**src/rtl/rf_ctrl_pkg.sv**
```systemverilog
// Shared sizing defaults and the grant-state encoding for the register-file write arbiter.
package rf_ctrl_pkg;

    localparam int INDEX_BIT_WIDTH = 4;
    localparam int DATA_BIT_WIDTH  = 32;
    localparam int N_REGS          = 1 << INDEX_BIT_WIDTH;

    typedef enum logic {
        PRI_MEM = 1'b0,
        PRI_ALU = 1'b1
    } grantState_e;

endpackage

```
**src/rtl/rf_scoreboard.sv**
```systemverilog
// Per-register pending bits: set by decode reservations, cleared by accepted writebacks,
// with two combinational lookup ports for decode source operands.
module rf_scoreboard #(
    parameter int INDEX_BIT_WIDTH = rf_ctrl_pkg::INDEX_BIT_WIDTH,
    parameter int N_REGS          = (1 << INDEX_BIT_WIDTH)
) (
    input  logic                       clk,
    input  logic                       reset,
    input  logic                       setEn,
    input  logic [INDEX_BIT_WIDTH-1:0] setIndex,
    input  logic                       clrEn,
    input  logic [INDEX_BIT_WIDTH-1:0] clrIndex,
    input  logic [INDEX_BIT_WIDTH-1:0] rdIndex1,
    input  logic [INDEX_BIT_WIDTH-1:0] rdIndex2,
    output logic                       busy1,
    output logic                       busy2
);

    logic [N_REGS-1:0] pending;

    // A reservation landing on the same edge as the retiring write keeps the bit set.
    always_ff @(posedge clk or posedge reset) begin
        if (reset) begin
            pending <= '0;
        end else begin
            for (int i = 0; i < N_REGS; i++) begin
                if (setEn && (setIndex == i[INDEX_BIT_WIDTH-1:0])) begin
                    pending[i] <= 1'b1;
                end else if (clrEn && (clrIndex == i[INDEX_BIT_WIDTH-1:0])) begin
                    pending[i] <= 1'b0;
                end
            end
        end
    end

    always_comb begin
        busy1 = 1'b0;
        busy2 = 1'b0;
        for (int i = 0; i < N_REGS; i++) begin
            if (rdIndex1 == i[INDEX_BIT_WIDTH-1:0]) busy1 = pending[i];
            if (rdIndex2 == i[INDEX_BIT_WIDTH-1:0]) busy2 = pending[i];
        end
    end

endmodule

```
**src/rtl/regfile_write_arbiter.sv**
```systemverilog
// Arbitrates ALU and load writebacks onto one registered register-file write port.
// Define RF_ARB_ROUND_ROBIN_EN for alternating priority; otherwise mem always wins.
module regfile_write_arbiter #(
    parameter int INDEX_BIT_WIDTH = rf_ctrl_pkg::INDEX_BIT_WIDTH,
    parameter int DATA_BIT_WIDTH  = rf_ctrl_pkg::DATA_BIT_WIDTH,
    parameter int N_REGS          = (1 << INDEX_BIT_WIDTH)
) (
    input  logic                       clk,
    input  logic                       reset,
    input  logic                       alu_valid,
    input  logic [INDEX_BIT_WIDTH-1:0] alu_index,
    input  logic [DATA_BIT_WIDTH-1:0]  alu_data,
    output logic                       alu_ready,
    input  logic                       mem_valid,
    input  logic [INDEX_BIT_WIDTH-1:0] mem_index,
    input  logic [DATA_BIT_WIDTH-1:0]  mem_data,
    output logic                       mem_ready,
    input  logic                       rsv_en,
    input  logic [INDEX_BIT_WIDTH-1:0] rsv_index,
    input  logic [INDEX_BIT_WIDTH-1:0] rd_index1,
    input  logic [INDEX_BIT_WIDTH-1:0] rd_index2,
    output logic                       rd_busy1,
    output logic                       rd_busy2,
    output logic                       wrtEn,
    output logic [INDEX_BIT_WIDTH-1:0] wrtIndex,
    output logic [DATA_BIT_WIDTH-1:0]  dataIn
);

    import rf_ctrl_pkg::*;

    logic                       aluGrant;
    logic                       memGrant;
    logic                       xfer;
    logic [INDEX_BIT_WIDTH-1:0] selIndex;
    logic [DATA_BIT_WIDTH-1:0]  selData;

`ifdef RF_ARB_ROUND_ROBIN_EN
    grantState_e grantState;

    always_ff @(posedge clk or posedge reset) begin
        if (reset) begin
            grantState <= PRI_MEM;
        end else if (memGrant) begin
            grantState <= PRI_ALU;
        end else if (aluGrant) begin
            grantState <= PRI_MEM;
        end
    end
`endif

    // Grants are suppressed during reset so neither requester sees ready.
    always_comb begin
        aluGrant = 1'b0;
        memGrant = 1'b0;
        if (!reset) begin
`ifdef RF_ARB_ROUND_ROBIN_EN
            if (alu_valid && mem_valid) begin
                memGrant = (grantState == PRI_MEM);
                aluGrant = (grantState == PRI_ALU);
            end else begin
                memGrant = mem_valid;
                aluGrant = alu_valid;
            end
`else
            memGrant = mem_valid;
            aluGrant = alu_valid && !mem_valid;
`endif
        end
    end

    assign alu_ready = aluGrant;
    assign mem_ready = memGrant;
    assign xfer      = aluGrant || memGrant;
    assign selIndex  = memGrant ? mem_index : alu_index;
    assign selData   = memGrant ? mem_data  : alu_data;

    always_ff @(posedge clk or posedge reset) begin
        if (reset) begin
            wrtEn    <= 1'b0;
            wrtIndex <= '0;
            dataIn   <= '0;
        end else begin
            wrtEn <= xfer;
            if (xfer) begin
                wrtIndex <= selIndex;
                dataIn   <= selData;
            end
        end
    end

    rf_scoreboard #(
        .INDEX_BIT_WIDTH(INDEX_BIT_WIDTH),
        .N_REGS         (N_REGS)
    ) uScoreboard (
        .clk     (clk),
        .reset   (reset),
        .setEn   (rsv_en),
        .setIndex(rsv_index),
        .clrEn   (xfer),
        .clrIndex(selIndex),
        .rdIndex1(rd_index1),
        .rdIndex2(rd_index2),
        .busy1   (rd_busy1),
        .busy2   (rd_busy2)
    );

endmodule

```
**config.mk**
```make
export PLATFORM = sky130hd
export DESIGN_NAME = regfile_write_arbiter
export DESIGN_NICKNAME = d
export VERILOG_FILES = /design/src/rtl/rf_ctrl_pkg.sv /design/src/rtl/rf_scoreboard.sv /design/src/rtl/regfile_write_arbiter.sv
export SDC_FILE = /design/constraint.sdc
export NUM_CORES = 1
export LEC_CHECK = 0
export CORE_UTILIZATION = 29
export CTS_CLUSTER_DIAMETER = 100
export DETAILED_ROUTE_END_ITERATION = 8
export GPL_ROUTABILITY_DRIVEN = 0
export SLEW_MARGIN = 20
export SYNTH_ARGS = -nofsm -noshare
export SYNTH_HDL_FRONTEND = slang
export SYNTH_SLANG_ARGS = --single-unit
```
**constraint.sdc**
```tcl
create_clock -name clk -period 2.4 [get_ports clk]
set_clock_uncertainty 0.15 [all_clocks]
set_input_delay 0.6 -clock clk [delete_from_list [all_inputs] [get_ports clk]]
set_output_delay 0.6 -clock clk [all_outputs]
set_load 0.01 [all_outputs]
```
==> run_results.csv, run 1 <==
group,metric,value,unit
outcome,status,"complete, but fails checks",
outcome,violations,"setup timing",
critical_path,r2r-start,"uScoreboard.pending[11]$_DFFE_PP0P_",
floorplan,rows,35,
yosys,synth_cell_types,38,
power,p_per_area,565,mW/mm^2
yosys,synth.yosys.warnings,0,
detailed_routing,drt_pass1_iterations,4,
yosys,synth_compound_area_share,17.8,%
finish,seqCellArea,0.00133,mm^2
sta,period_minus_slack,2.52,ns
sta,worstMarginPinSlew,0.672,ns
power,intPower,1.77,mW
job,maxCapViolCount,0,
power,combPwrFrac,33.3,%
global_route,first_global_vias,2693,
yosys,synth_enable_flop_cells,0,
detailed_routing,num_vias,2604,
sta,setup_viol,2,
clock_network,cts_sinks,53,
power,p_leak,1.85,nW
power,p_sw_share,29.3,%
yosys,synth_top_family_by_area,"compound AO/OA/AOI/OAI gates",
detailed_routing,wl_per_cell,14.8,um
critical_path,crit_type,"in2out",
yosys,synth_mux_area_share,17.4,%
yosys,postSynth.asyncResetShare,100,%
finish,multi_input_area,0.00135,mm^2
detailed_routing,antenna_left,0,
critical_path,arrival,1.77,ns
clock_network,clkLatencyLatePin,0.30,ns
finish,final_util,48.3,%
floorplan,core_area,0.00920,mm^2
clock_network,clkTransAtPathRegs,0.09,ns
power,clock_power_share,20.6,%
sta,finalHoldViolCount,0,
place,place_hpwl,6310,um
power,p_sw,737,uW
critical_path,r2r_slack,1.38,ns
sta,worst_slack,-0.117,ns
global_route,grt_max_degree,54,
critical_path,cp-start-kind,"input port",
global_route,track_usage,17.1,%
critical_path,reg2reg_depth,2,
finish,area_growth,62.6,%
finish,drive_above_1_share,12.3,%
detailed_routing,first_iter_violations,56,
global_route,gr-total-overflow,0,
floorplan,die_w,99.1,um
finish,final_area,0.00444,mm^2
worst_hold_path,min_from,"dataIn[24]$_DFFE_PP0P_",
floorplan,die_h,99.1,um
yosys,yosys.area_share.simple,12.7,%
detailed_routing,drt-vias-per-instance,4.80,
detailed_routing,drc_errors,0,
sta,relSlewSlack,55.2,%
floorplan,start_util,29.7,%
clock_network,cts_buffers,5,
power,vdd_drop_max,230,uV
critical_path,end_kind,"output pin",
yosys,synth_fp_nets,370,
floorplan,dieArea,0.00981,mm^2
critical_path,crit_fanout,3,
power,power,2.51,mW
critical_path,crit_start,"rd_index2[0]",
clock_network,cts_root_buf,"clkbuf_8",
sta,max_freq,0.397,GHz
yosys,synth_cells,281,
place,post-place-ws,-0.929,ns
finish,layout_common_cells,"clkdlybuf4s50_1 (118), o21ai_0 (61), dfrtp_1 (53)",
floorplan,io_pins,130,
yosys,synth_fa_ha_area_share,0,%
place,io_buffers,129,
worst_hold_path,hold_class,"reg2reg",
global_route,grt_pass1_wl,13100,um
clock_network,cts_buffer_depth,2,
detailed_routing,drt_wl_total,8050,um
finish,layout_commonest_cell,"clkdlybuf4s50_1",
yosys,synth-xor-area-share,0,%
global_route,grt_antenna_before_repair,1,
critical_path,rr_endpoint,"uScoreboard.pending[11]$_DFFE_PP0P_",
critical_path,critical_path_required,1.65,ns
finish,layout.nets,519,
sta,rsz0062_at_grt,"yes",
place,dpl_cell_area,0.00434,mm^2
clock_network,cts_tree,"built",
sta,period_share,105,%
worst_hold_path,hold_depth,2,
worst_hold_path,min_to,"dataIn[24]$_DFFE_PP0P_",
sta,tns,-0.213,ns
sta,slew_violations,0,
clock_network,htree_levels,2,
yosys,synth-main-ff-cell,"dfrtp_1",
yosys,netlist_area,0.00273,mm^2
yosys,ys_ff_latch,53,
power,p_seq_share,46.1,%
yosys,syn_avg_cell_area,9.72,um^2
finish,n_fill_cell,886,
yosys,yosysSeqAreaShare,48.5,%
[power by group through the flow]
stage / registers, mW / logic, mW / clock network (mW)
2_1_floorplan: 1.17 / 0.303 / 0
3_3_place_gp: 1.17 / 0.825 / 0
3_5_place_dp: 1.17 / 0.840 / 0
4_1_cts: 1.16 / 0.833 / 0.533
5_1_grt: 1.17 / 0.923 / 0.567
6_report: 1.16 / 0.837 / 0.518
[worst max-delay path, cell delays in order]
cell and delay [ns]:
buf_4 0.11, mux4_2 0.49, mux2_4 0.27, o21a_1 0.16
buf_2 0.13
[metrics by stage]
stage          std cells  hold WS [ns]
6_report             542         0.333
3_3_place_gp         533         0.310
4_1_cts              540         0.341
3_5_place_dp         533         0.319
5_1_grt              542         0.368
2_1_floorplan        281         0.316
[Yosys cell counts (all sizes together), types with 3 or more instances]
cell type | instances | area (um^2)
nand3 | 4 | 20.0
o21ai | 63 | 315
a21oi | 7 | 38.8
buf | 5 | 25.0
nor2 | 6 | 22.5
dfrtp | 53 | 1330
mux4 | 4 | 90.1
mux2i | 36 | 360
clkbuf | 9 | 33.8
a32o | 3 | 30.0
a31oi | 3 | 18.8
nand2b | 3 | 18.8
nand2 | 47 | 176
inv | 10 | 37.5
nor3 | 4 | 20.0
nor2b | 4 | 25.0
[cell families (layout without fill, tap and decap cells)]
logic type	Yosys count	count (layout)
muxes	42	42
and+or+nand+nor	76	76
buffers and inverters	24	173
other	0	1
DFF	53	53
AOI/OAI and AO/OA	86	86
[final cells by class]
cell class	count	area share, %
Antenna cell	1	0.0563
Clock buffer	7	1.94
Inverter	10	0.929
Multi-Input combinational cell	204	30.4
Sequential cell	53	29.9
Tap cell	111	3.13
Timing Repair Buffer	156	33.7
[flip-flops by register name, indices dropped and copies added (netlist names)]
name,flops
dataIn,32
uScoreboard.pending,16
wrtIndex,4
wrtEn,1
[routing by layer]
layer | wire (um) | GRT usage [%] | part of all wire, % | vias up
met5 | 0 | 0 | 0 | -
met1 | 3290 | 19.4 | 41 | 1191
li1 | - | - | - | 1299
met4 | 200 | 6.11 | 2.5 | 0
met2 | 3750 | 29.2 | 47 | 100
met3 | 811 | 6.95 | 10 | 14
[what timing repair did]
| item | in CTS | in global routing |
|---|---|---|
| buffers inserted | 0 | 1 |
| pin swaps | 1 | 1 |
| gates cloned | 0 | 0 |
| endpoints found under the setup margin | 4 | 8 |
| resized for setup | 29 | 8 |
| hold buffers | 0 | 0 |
[how the worst max path moves through the flow]
stage,endpoint,cells after the start
after global routing,rd_busy2,4
final,rd_busy2,5
after detailed placement,rd_busy1,7
after CTS,rd_busy2,4
after global placement,rd_busy2,5
after floorplan,dataIn[0]$_DFFE_PP0P_,4
No activity file was read; power rests on OpenSTA's default activity.
==> run 2, diff against run 1 <==
CORE_ASPECT_RATIO = 0.5   (was not set)
==> run 2 against run 1 <==
Final area grew 1.9%; critical endpoint unchanged; combinational power is essentially flat; highest routed layer unchanged; routed wire length grew 1.3%; critical path depth is the same; first-iteration DRC count grew 96%; sequential cell count is the same; the run still ends with setup timing left; utilization grew 2.4 points.
==> run_results.csv, run 2 (same netlist as run 1, synthesis figures left out) <==
group,metric,value,unit
outcome,status,"complete, but fails checks",
outcome,violations,"setup timing",
critical_path,r2r-start,"uScoreboard.pending[11]$_DFFE_PP0P_",
detailed_routing,num_vias,2659,
critical_path,critical_path_required,1.65,ns
sta,relSlewSlack,55.1,%
floorplan,rows,24,
power,power,2.72,mW
job,maxCapViolCount,0,
critical_path,crit_start,"rd_index2[0]",
sta,worstMarginPinSlew,0.673,ns
clock_network,cts_sinks,53,
sta,max_freq,0.402,GHz
critical_path,crit_fanout,3,
global_route,grt_pass1_wl,13400,um
sta,finalHoldViolCount,0,
power,p_per_area,601,mW/mm^2
critical_path,arrival,1.74,ns
finish,layout_commonest_cell,"clkdlybuf4s50_1",
clock_network,post_cts_buffers,0,
clock_network,cts_root_buf,"clkbuf_16",
detailed_routing,drt-vias-per-instance,4.86,
floorplan,start_util,30.6,%
finish,multi_input_area,0.00137,mm^2
sta,hold-worst-slack,0.330,ns
sta,rsz0062_at_grt,"yes",
detailed_routing,drt_pass1_iterations,4,
floorplan,die_h,70.6,um
finish,largest_reg_flops,32,
global_route,gr-total-overflow,0,
clock_network,clkTransAtPathRegs,0.07,ns
worst_hold_path,min_from,"dataIn[9]$_DFFE_PP0P_",
detailed_routing,drc_errors,0,
worst_hold_path,hold_class,"reg2reg",
power,vdd_drop_max,275,uV
finish,n_fill_cell,816,
sta,slew_violations,0,
finish,largest_register,"dataIn",
critical_path,slowest_delay,0.48,ns
place,dpl_cell_area,0.00434,mm^2
finish,final_area,0.00453,mm^2
place,post-place-ws,-0.997,ns
detailed_routing,first_iter_violations,110,
critical_path,cp_slowest_cell,"mux4_2",
finish,layout_common_cells,"clkdlybuf4s50_1 (119), o21ai_0 (60), dfrtp_1 (53)",
critical_path,end_kind,"output pin",
floorplan,dieArea,0.00984,mm^2
clock_network,cts_buffers,5,
place,io_buffers,129,
sta,worst_slack,-0.0890,ns
place,place_hpwl,6520,um
floorplan,die_w,139,um
power,p_leak,1.87,nW
finish,diodes,0,
sta,period_minus_slack,2.49,ns
clock_network,cts_buffer_depth,2,
global_route,grt_max_degree,54,
finish,seqCellArea,0.00133,mm^2
critical_path,cp-start-kind,"input port",
global_route,track_usage,17.3,%
finish,layout.nets,519,
finish,reg.largest.list,"dataIn (32), uScoreboard.pending (16), wrtIndex (4)",
finish,drive_above_1_share,13.0,%
detailed_routing,antenna_left,0,
sta,period_share,104,%
clock_network,postCtsHoldBufs,0,
critical_path,crit_type,"in2out",
global_route,grt_antenna_before_repair,0,
finish,area_growth,65.6,%
floorplan,core_area,0.00892,mm^2
sta,setup_viol,2,
clock_network,htree_levels,2,
clock_network,clkLatencyLatePin,0.29,ns
detailed_routing,wl_per_cell,14.9,um
global_route,first_global_vias,2772,
clock_network,cts_tree,"built",
detailed_routing,drt_wl_total,8150,um
floorplan,io_pins,130,
critical_path,cp_cell_sequence,"buf_8 > mux4_2 > mux2_4 > o21a_1 > buf_2",
run 2: per-layer routing:
layer	track usage, %	wire (um)	up-vias
met5	0	0	-
met4	5.68	142	0
met3	3.25	251	12
met2	33.4	4400	53
met1	19.4	3350	1290
li1	-	-	1304
run 2: power by group:
group / internal [mW] / switching [mW] / leakage (nW)
registers: 1.04 / 0.105 / 0.638
logic: 0.499 / 0.342 / 1.16
clock network: 0.410 / 0.320 / 0.0690
total: 1.95 / 0.767 / 1.87
run 2: path summary, 6_finish.rpt:
check | end | slack (ns) | depth (start not counted)
setup / recovery | rd_busy2 | -0.09 | 5
hold / removal | dataIn[9]$_DFFE_PP0P_ | 0.33 | 2
setup reg to reg | uScoreboard.pending[11]$_DFFE_PP0P_ | 1.40 | 2
hold reg to reg | dataIn[9]$_DFFE_PP0P_ | 0.33 | 2
max in group asynchronous | dataIn[20]$_DFFE_PP0P_ | 0.72 | 4
min in group asynchronous | uScoreboard.pending[14]$_DFFE_PP0P_ | 0.92 | 4
run 2: repair_timing:
item,CTS,global route
setup endpoints to repair,4,8
hold endpoints to repair,0,0
resized for setup,39,11
pin swaps,0,2
run 2: cell type report:
cell class,count,share of cell area (%)
Clock buffer,6,3.07
Clock inverter,1,0.166
Inverter,10,0.912
Multi-Input combinational cell,204,30.3
Sequential cell,53,29.3
Tap cell,117,3.23
Timing Repair Buffer,156,33.0
run 2: metrics by stage:
stage / instances / setup TNS, ns / utilization (%)
floorplan: 281 / 0 / -
global placement: 540 / -3.93 / 48.7
detailed placement: 540 / -4.39 / 48.7
CTS: 547 / -0.195 / 50.4
global route: 547 / -0.385 / 50.7
finish: 547 / -0.137 / 50.7
run 2: worst max-delay path, delay by kind of cell:
family                 cells  cell delay, ns
muxes                      2            0.75
buffers and inverters      2            0.21
AOI/OAI and AO/OA          1            0.17
==> RTL edit 1: new RTL, settings of run 2 <==
Build with the macro `RF_ARB_ROUND_ROBIN_EN` defined.
--- a/src/rtl/regfile_write_arbiter.sv
+++ b/src/rtl/regfile_write_arbiter.sv
@@ -1,5 +1,7 @@
 // Arbitrates ALU and load writebacks onto one registered register-file write port.
 // Define RF_ARB_ROUND_ROBIN_EN for alternating priority; otherwise mem always wins.
+`define RF_ARB_ROUND_ROBIN_EN
+
 module regfile_write_arbiter #(
     parameter int INDEX_BIT_WIDTH = rf_ctrl_pkg::INDEX_BIT_WIDTH,
     parameter int DATA_BIT_WIDTH  = rf_ctrl_pkg::DATA_BIT_WIDTH,
Function: changed (a bounded check fails within 4 cycles, from zero or initial values and one cycle with reset high).
==> RTL edit 1 against run 2 <==
- core utilization decreased by 1.8 points
- register-to-register slack got worse by 870 ps
- first-iteration DRC count decreased by 20%
- synthesized cell count increased by 11%
- area after synthesis increased by 11%
- global-route usage decreased by 0.49 points
- total power decreased by 7.5%
- sequential cell count increased by 1
- worst setup slack improved by 120 ps
- routed wire length increased by 6.2%
- cell area increased by 6.0%
- critical path type is now flop to output pin
- largest cell class unchanged
- largest power group unchanged
==> RTL edit 1: results (changes against run 2) <==
Layout
  • Layout cell share with drive strength beyond 1: 0.138 (+0.00800)
  • Post-layout nets: 551 (+6.2%)
  • Fin cells: 598 (+9.3%)

Power and ir drop
  • VDD IR max: 0.256 mV (-7.2%)
  • Leak: 2.01 nW (+7.7%)

GRT
  • GR Util met1: 0.218 (+0.0237)
  • Vias in the first global route: 2818 (+1.7%)
  • M3 GR Usage: 0.0387 (+0.00615)
  • Met2 Use GR: 0.296 (-0.0380)
  • Largest net degree at the start of global routing: 55 (+1.9%)

Drt
  • Drt wl/cell: 14.5 um (-2.9%)
  • Initial DRC count: 88 (-20%)

Setup path
  • CP arrival: 1620 ps (-120 ps)
  • CP Max Fanout: 4 (+1)
  • Worst setup startpoint: uScoreboard.pending[3]$_DFFE_PP0P_
  • R2R depth: 5 (+3)
  • Reg-to-Reg Start: grantState$_DFFE_PP0P_

Worst hold path
  • Hold path endpoint: dataIn[19]$_DFFE_PP0P_
  • Hold Startpoint: dataIn[19]$_DFFE_PP0P_

Synth
  • Post-synthesis sequential area ratio: 0.444 (-0.0409)
  • Mapped Cells: 311 (+11%)
  • Top cells by area, synth: dfrtp_1, mux2i_1, o21ai_0, nand2_1, mux4_2
  • Distinct cells, synth: 39 (+2.6%)

Placement
  • DP Cell Count: 590 (+9.3%)
  • DP HPWL: 6.64 mm (+1.9%)

Run status
  • Status: finished, final reports clean

STA
  • Fin worst setup slack: 29.6 ps (+119 ps)
-- RTL edit 1: cell types whose count changed after synthesis, moves of 7 or more --
cell / delta
o21ai_1: +12
o211ai_1: +7
inv_1: +13
nand2_1: -8
a32oi_1: +11
o21ai_0: -17
-- RTL edit 1: cell families (layout without fill, tap and decap cells) --
logic type	after synthesis	in the layout	share of synthesized area
muxes	43	43	0.162
and+or+nand+nor	85	85	0.150
DFF	54	54	0.444
buffers and inverters	39	191	0.0667
AOI/OAI and AO/OA	90	90	0.177
-- RTL edit 1: layer usage --
layer,up-vias,part of all wire
met1,1330,0.44
met5,-,0
met2,67,0.51
met4,0,0.0034
met3,4,0.049
li1,1427,-
-- RTL edit 1: timing repair --
action                                  in CTS  in global routing
pin swaps                                    1                  1
endpoints found under the hold margin        0                  0
endpoints found under the setup margin       4                  4
gates resized for setup                     35                  5
-- RTL edit 1: area by class of cell --
cell class | count | area [sq um]
Clock buffer | 7 | 143
Clock inverter | 1 | 5.00
Fill cell | 948 | 4990
Inverter | 22 | 86.3
Multi-Input combinational cell | 218 | 1510
Sequential cell | 54 | 1350
Tap cell | 135 | 169
Timing Repair Buffer | 161 | 1530
-- RTL edit 1: worst max-delay path, delay by kind of cell, from the launching register on --
kind                   cells  cell delay, ps
flip-flops                 1             440
multiplexers               2             650
AO/OA/AOI/OAI              1              90
buffers and inverters      1             150
-- RTL edit 1: metrics by stage --
step	hold WS, ps	instance area [sq um]	util
finish	328	4800	0.490
global route	360	4800	0.490
CTS	336	4790	0.489
detailed placement	320	4650	0.475
global placement	311	4650	0.475
floorplan	352	3050	-
-- RTL edit 1: report_power, final --
part           total [mW]  internal, mW  switching, mW
combinational       0.724         0.421          0.304
sequential           1.06          1.00         0.0556
clock               0.730         0.415          0.316
==> RTL edit 2: new RTL, config.mk and constraints of run 2 <==
Without the edit above. The package constant `INDEX_BIT_WIDTH` goes from 4 to 5.
--- a/src/rtl/rf_ctrl_pkg.sv
+++ b/src/rtl/rf_ctrl_pkg.sv
@@ -1,7 +1,7 @@
 // Shared sizing defaults and the grant-state encoding for the register-file write arbiter.
 package rf_ctrl_pkg;
 
-    localparam int INDEX_BIT_WIDTH = 4;
+    localparam int INDEX_BIT_WIDTH = 5;
     localparam int DATA_BIT_WIDTH  = 32;
     localparam int N_REGS          = 1 << INDEX_BIT_WIDTH;
 
Ports: changed (6 resized); port bits go from 130 to 136. No check against the original RTL was run, so the function may have changed too.
==> RTL edit 2 against run 2 <==
- the run still ends with negative setup slack left
- cell area up 46%
- first-iteration DRC count rose to 2.8 times the old value
- worst setup slack worse by 270 ps
- area after synthesis up 47%
- total power up 52%
- sequential cell count up 17
- routed wire length up 68%
- final cell count up 54%
- register-to-register slack worse by 40 ps
- largest cell class is now multi-input combinational cells
- highest routed layer unchanged
==> RTL edit 2: results (changes against run 2) <==
Placement
  • Area post-placement: 6030 sq um (+39%)
  • DP HPWL: 9.99 mm (+53%)
  • Port Buf Inserts: 135 (+4.7%)
  • DP Cell Count: 812 (+50%)

Setup path
  • CP endpoint: rd_busy1
  • Worst setup startpoint: rd_index1[1]
  • CP peak stage delay: 300 ps (-180 ps)
  • Reg2reg end: uScoreboard.pending[6]$_DFFE_PP0P_
  • CP Max Fanout: 7 (+4)

Layout
  • Clk tree area frac: 0.0416 (+0.00922)
  • Non-clock buffer share: 0.313 (-0.0178)
  • Repair and plain buffers: 217 (+39%)
  • Inverters: 11 (+1)
  • Multi-input gate share of the layout cell area: 0.338 (+0.0357)
  • Seq area share: 0.265 (-0.0285)
  • Multi-In Gates: 347 (+70%)

Power and ir drop
  • Pint: 2.90 mW (+48%)

Synth
  • Distinct cells, synth: 49 (+29%)
  • Synth cell count leaders: o21ai_0, dfrtp_1, nand2_1
  • Synth Register Bits: 70 (+32%)
  • Top cells by area, synth: dfrtp_1, o21ai_0, mux2i_1, nand2_1, a21oi_1
  • Post-synthesis sequential area ratio: 0.435 (-0.0502)
  • Syn Area/Cell: 8.87 sq um (-8.8%)
  • Synth Cell Area: 4030 sq um (+47%)

STA
  • Fin worst setup slack: -361 ps (-272 ps)
  • Final setup violating endpoints: 2 (unchanged)
  • Post-route setup TNS: -706 ps (-569 ps)

Clocking
  • CTS buffer count: 9 (+4)
  • H-tree levels: 3 (+1)
  • Skew-Pair Late Insertion Delay: 330 ps (+40 ps)
  • Post-CTS Setup Inserts: 14 (+14)

Drt
  • Initial DRC count: 312 (+180%)
  • Metal3 WL: 1.26 mm (+400%)
  • Vias: 4255 (+60%)
  • Met1 Wirelength: 6.02 mm (+80%)
  • Met2 wire length: 6.15 mm (+40%)

Run status
  • Violated checks: negative setup slack
  • Status: complete, but fails checks

GRT
  • Met2 Use GR: 0.318 (-0.0168)
  • First-pass GRT wire length: 22.1 mm (+64%)
## RTL edit 2: cell count changes in the layout (fill, tap and decap cells not counted), sizes merged, moves of 6 or more
| cell | before | now |
|---|---|---|
| buf | 32 | 89 |
| o21ai | 63 | 114 |
| nand2 | 47 | 65 |
| dfrtp | 53 | 70 |
| a21oi | 7 | 16 |
| clkbuf | 7 | 15 |
| mux2i | 36 | 44 |
| nand2b | 3 | 11 |
| nand3b | 1 | 7 |
## RTL edit 2: logic make-up after synthesis
logic type | after synthesis | synth area share
buffers and inverters | 37 | 0.0429
AND/OR/NAND/NOR | 135 | 0.164
AO/OA/AOI/OAI | 165 | 0.232
multiplexers | 47 | 0.126
flip-flops | 70 | 0.435
## RTL edit 2: power groups by stage
stage | logic (mW) | registers (mW) | clock network, mW
floorplan | 0.481 | 1.59 | 0
global placement | 1.20 | 1.61 | 0
CTS | 1.26 | 1.60 | 1.26
detailed placement | 1.21 | 1.61 | 0
global route | 1.40 | 1.64 | 1.30
finish | 1.29 | 1.62 | 1.22
